===== src/rtl/cla_pkg.sv =====
// Shared definitions for the adder residue checker: default width, mod-3 residue type and helpers.
// Latency: n/a (types, constants and a combinational helper only).
// Backpressure: n/a.
package cla_pkg;

  localparam int ARC_WIDTH_DEF = 8;

  // Residue of a value modulo 3; the encoding 2'b11 never occurs.
  typedef logic [1:0] res3_t;

  localparam res3_t RES3_ZERO = 2'd0;
  localparam res3_t RES3_ONE  = 2'd1;
  localparam res3_t RES3_TWO  = 2'd2;

  // (x + y + c) mod 3 for two residues and a carry bit.
  function automatic res3_t res3_add(input res3_t x, input res3_t y, input logic c);
    logic [2:0] t;
    t = {1'b0, x} + {1'b0, y} + {2'b00, c};
    if (t >= 3'd3) begin
      t = t - 3'd3;
    end
    return t[1:0];
  endfunction

endpackage


===== src/rtl/mod3_residue.sv =====
// Combinational mod-3 residue of a W-bit value by pair folding (even bits weigh 1, odd bits weigh 2).
// Latency: 0 cycles, purely combinational.
// Backpressure: n/a.
module mod3_residue
  import cla_pkg::*;
#(
  parameter int W = ARC_WIDTH_DEF
) (
  input  logic [W-1:0] din,
  output res3_t        res
);

  logic [2:0] acc;

  // Accumulate bit weights (2^i mod 3 alternates 1,2) and keep the running sum reduced below 3.
  always_comb begin
    acc = {1'b0, RES3_ZERO};
    for (int i = 0; i < W; i++) begin
      if (din[i]) begin
        acc = acc + {1'b0, ((i % 2) == 0) ? RES3_ONE : RES3_TWO};
      end
      if (acc >= 3'd3) begin
        acc = acc - 3'd3;
      end
    end
    res = acc[1:0];
  end

endmodule


===== config.mk =====
export PLATFORM = sky130hd
export DESIGN_NAME = mod3_residue
export DESIGN_NICKNAME = d
export VERILOG_FILES = /design/src/rtl/cla_pkg.sv /design/src/rtl/mod3_residue.sv
export SDC_FILE = /design/constraint.sdc
export NUM_CORES = 1
export LEC_CHECK = 0
export CAP_MARGIN = 30
export CORE_ASPECT_RATIO = 0.5
export CORE_MARGIN = 10
export CORE_UTILIZATION = 45
export DETAILED_ROUTE_END_ITERATION = 16
export PLACE_DENSITY = 0.6
export REMOVE_ABC_BUFFERS = 1
export SETUP_SLACK_MARGIN = 0.15
export SLEW_MARGIN = 25
export SYNTH_ARGS = -nofsm -noshare
export SYNTH_HDL_FRONTEND = slang
export SYNTH_SLANG_ARGS = --single-unit

===== constraint.sdc =====
create_clock -name vclk -period 28.2
set_input_delay 8.46 -clock vclk [all_inputs]
set_output_delay 8.46 -clock vclk [all_outputs]
set_load 0.05 [all_outputs]

==> metrics.txt <==
# TYPE chip_impl_metric gauge
chip_impl_metric{name="nClkBuffers",unit=""} 0
chip_impl_metric{name="worst_case_headroom_to_the_max_slew_limit",unit="%"} 46.7
chip_impl_metric{name="synthesis.area_per_instance",unit="µm²"} 7.55
chip_impl_metric{name="grt_first_pass_wirelength",unit="mm"} 4.73
chip_impl_metric{name="grt_start_max_net_pins",unit=""} 16
chip_impl_metric{name="route.vias.total",unit=""} 1204
chip_impl_metric{name="timing.fmax",unit="MHz"} 36.7
chip_impl_metric{name="post_synth_instance_area",unit="mm²"} 0.00122
chip_impl_metric{name="placed_cell_area",unit="mm²"} 0.00132
chip_impl_metric{name="io-pin-count",unit=""} 10
chip_impl_metric{name="final_critical_path_setup_slack",unit="ns"} 0.955
chip_impl_info{name="status",value="finished, final reports clean"} 1
chip_impl_metric{name="timing_max_transition_violations_final",unit=""} 0
chip_impl_metric{name="synth_mux_area_share",unit="%"} 3.91
chip_impl_metric{name="ctsResizeCount",unit=""} 0
chip_impl_metric{name="drt_wl_total",unit="mm"} 2.65
chip_impl_metric{name="horizontal_extent_of_the_die",unit="µm"} 93.5
chip_impl_metric{name="report.final.setup_viol",unit=""} 0
chip_impl_info{name="rsz0062_at_grt",value="no"} 1
chip_impl_metric{name="grt.total_usage",unit="%"} 9.64
chip_impl_metric{name="synthAdderAreaFrac",unit="%"} 15.4
chip_impl_metric{name="layout-drive-gt1-share",unit="%"} 9.15
chip_impl_metric{name="design.die.area",unit="mm²"} 0.00531
chip_impl_metric{name="synth_cell_type_count",unit=""} 63
chip_impl_info{name="criticalPathCategory",value="in -> out"} 1
chip_impl_metric{name="synth_seq_area_share",unit="%"} 0
chip_impl_metric{name="fin_setup_tns",unit="ns"} 0
chip_impl_metric{name="max_cap_viol_count",unit=""} 0
chip_impl_metric{name="detailedPlacementHpwl",unit="mm"} 2.12
chip_impl_metric{name="worst-slew-pin-transition",unit="ns"} 0.794
chip_impl_info{name="layout_common_cells",value="sky130_fd_sc_hd__nor2_1 (15), sky130_fd_sc_hd__ha_1 (15), sky130_fd_sc_hd__inv_1 (14)"} 1
chip_impl_info{name="crit_top_cell",value="sky130_fd_sc_hd__ha_1"} 1
chip_impl_metric{name="final_cell_area",unit="mm²"} 0.00132
chip_impl_info{name="hp-class",value="in -> out"} 1
chip_impl_info{name="dominant_combinational_cell_family_by_area_after_synthesis",value="compound AO/OA/AOI/OAI gates"} 1
chip_impl_metric{name="drt-vias-per-instance",unit=""} 5.99
chip_impl_metric{name="post-cts-setup-buffers",unit=""} 0
chip_impl_metric{name="die_height",unit="µm"} 56.8
chip_impl_metric{name="std_cell_rows",unit=""} 13
chip_impl_metric{name="drt_pass1_iterations",unit=""} 4
chip_impl_metric{name="core_region_area",unit="mm²"} 0.00259
chip_impl_metric{name="drt_iter0_drc",unit=""} 115
chip_impl_metric{name="critPathMaxFanout",unit=""} 13
chip_impl_metric{name="synth_top_cell_area_share",unit="%"} 15.4
chip_impl_metric{name="layout.area.seq",unit="µm²"} 0
chip_impl_metric{name="drcViolationCount",unit=""} 0
chip_impl_metric{name="grt_overflow_total",unit=""} 0
chip_impl_metric{name="final.min_clock_period",unit="ns"} 27.25
chip_impl_metric{name="yosysWarningCount",unit=""} 0
chip_impl_info{name="synthTopCellsByArea",value="sky130_fd_sc_hd__ha_1 (15%), sky130_fd_sc_hd__nor2_1 (4.6%), sky130_fd_sc_hd__inv_1 (4.3%)"} 1
chip_impl_metric{name="post_drt_wl_per_cell",unit="µm"} 13.2
chip_impl_metric{name="critical_path_rt",unit="ns"} 19.74
chip_impl_metric{name="final-hold-violation-count",unit=""} 0
chip_impl_info{name="endpoint_kind",value="output pin"} 1
chip_impl_metric{name="synth_simple_gate_area_share",unit="%"} 25.5
chip_impl_metric{name="post_synth_xor_area_fraction",unit="%"} 4.22
chip_impl_metric{name="gp_congestion",unit=""} 0.794
chip_impl_metric{name="initial_utilization",unit="%"} 47.0
chip_impl_metric{name="antenna_found_initial",unit=""} 0
chip_impl_metric{name="post-place-ws",unit="ns"} 0.925
chip_impl_metric{name="antenna_cells_inserted",unit=""} 0
chip_impl_metric{name="hold_fix_buffers_cts",unit=""} 0
chip_impl_metric{name="critical-path-max-stage-delay",unit="ns"} 0.82
chip_impl_metric{name="arrival_time_reported_for_the_critical_path_endpoint",unit="ns"} 18.79
chip_impl_metric{name="route.antenna.remaining_nets",unit=""} 0
chip_impl_metric{name="first_global_vias",unit=""} 1083
chip_impl_info{name="synth.largest_area_cell",value="sky130_fd_sc_hd__ha_1"} 1
chip_impl_metric{name="io_buffer_count",unit=""} 10
chip_impl_metric{name="synth_compound_gate_area_share",unit="%"} 42.9
chip_impl_metric{name="number_of_standard_cells_after_synthesis",unit=""} 161
chip_impl_info{name="critical-path-slowest-cell",value="sky130_fd_sc_hd__clkdlybuf4s50_1"} 1
chip_impl_metric{name="seq_cells",unit=""} 0
chip_impl_metric{name="area.growth.synth_to_final",unit="%"} 8.85
chip_impl_metric{name="period_share",unit="%"} 96.6
chip_impl_metric{name="finalNetCount",unit=""} 189
chip_impl_info{name="worstSetupStartpointType",value="primary input"} 1
## synth_stat cells (2+ instances only)
library cell                instances
sky130_fd_sc_hd__o31ai_1            3
sky130_fd_sc_hd__a21o_1             2
sky130_fd_sc_hd__clkbuf_1           2
sky130_fd_sc_hd__nor4bb_1           2
sky130_fd_sc_hd__xor2_1             3
sky130_fd_sc_hd__a311oi_1           4
sky130_fd_sc_hd__buf_2              3
sky130_fd_sc_hd__inv_1             14
sky130_fd_sc_hd__o21a_1             4
sky130_fd_sc_hd__o22ai_1            2
sky130_fd_sc_hd__and3b_1            2
sky130_fd_sc_hd__nand4_1            2
sky130_fd_sc_hd__o21ai_0            3
sky130_fd_sc_hd__a211oi_2           2
sky130_fd_sc_hd__a41o_1             2
sky130_fd_sc_hd__nor2b_1            3
sky130_fd_sc_hd__nor3b_1            5
sky130_fd_sc_hd__a31oi_1            2
sky130_fd_sc_hd__o21ai_1            3
sky130_fd_sc_hd__nor2_1            15
sky130_fd_sc_hd__o221ai_1           2
sky130_fd_sc_hd__nand3_1            2
sky130_fd_sc_hd__and4_1             2
sky130_fd_sc_hd__nand2_1            9
sky130_fd_sc_hd__o21bai_1           2
sky130_fd_sc_hd__nor3_1             3
sky130_fd_sc_hd__a21oi_1            8
sky130_fd_sc_hd__nand2b_1           3
sky130_fd_sc_hd__a41oi_1            2
sky130_fd_sc_hd__a2111oi_0          3
sky130_fd_sc_hd__ha_1              15
## logic make-up (layout without fill, tap and decap cells)
logic type,Yosys count,count (layout)
xor gates and xnor gates,5,5
adders and majority gates,15,15
and+or+nand+nor,55,55
buffers and inverters,22,25
AOI/OAI and AO/OA,61,61
muxes,3,3
## per-stage QoR
stage	hold WS [ns]	util [%]	cells
after CTS	18.51	51.1	201
final	18.14	51.2	201
after floorplan	17.49	-	154
after global placement	18.50	51.1	201
after global routing	18.21	51.2	201
after detailed placement	18.50	51.1	201
## area by class of cell
class | instances | area [µm²]
fillers | 244 | 1260
multi-input cells | 139 | 1120
repair buffers | 10 | 103
inverters | 15 | 56.3
well taps | 37 | 46.3
## worst paths after layout
check,startpoint,to,slack [ns],cells after the start
setup / recovery,din[1],res[0],0.95,45
hold / removal,din[7],res[1],18.14,6
## per-layer routing
| metal | GRT usage, % | routed length, µm | vias to the layer above |
|---|---|---|---|
| met5 | 0 | 0 | - |
| met4 | 0 | 0 | 0 |
| met3 | 0.795 | 82 | 0 |
| met2 | 16.6 | 1190 | 16 |
| met1 | 13.3 | 1380 | 549 |
| li1 | - | - | 639 |
## worst max-delay path: cells and delay by family
family | cells | cell delay (ns)
and+or+nand+nor | 3 | 0.51
buffers and inverters | 7 | 1.77
muxes | 1 | 0.18
xor gates and xnor gates | 1 | 0.23
AOI/OAI and AO/OA | 19 | 4.39
adders and majority gates | 14 | 3.23
Power is not shown: default switching activity piles up to over one toggle a cycle in this logic, so the estimate is an artifact.
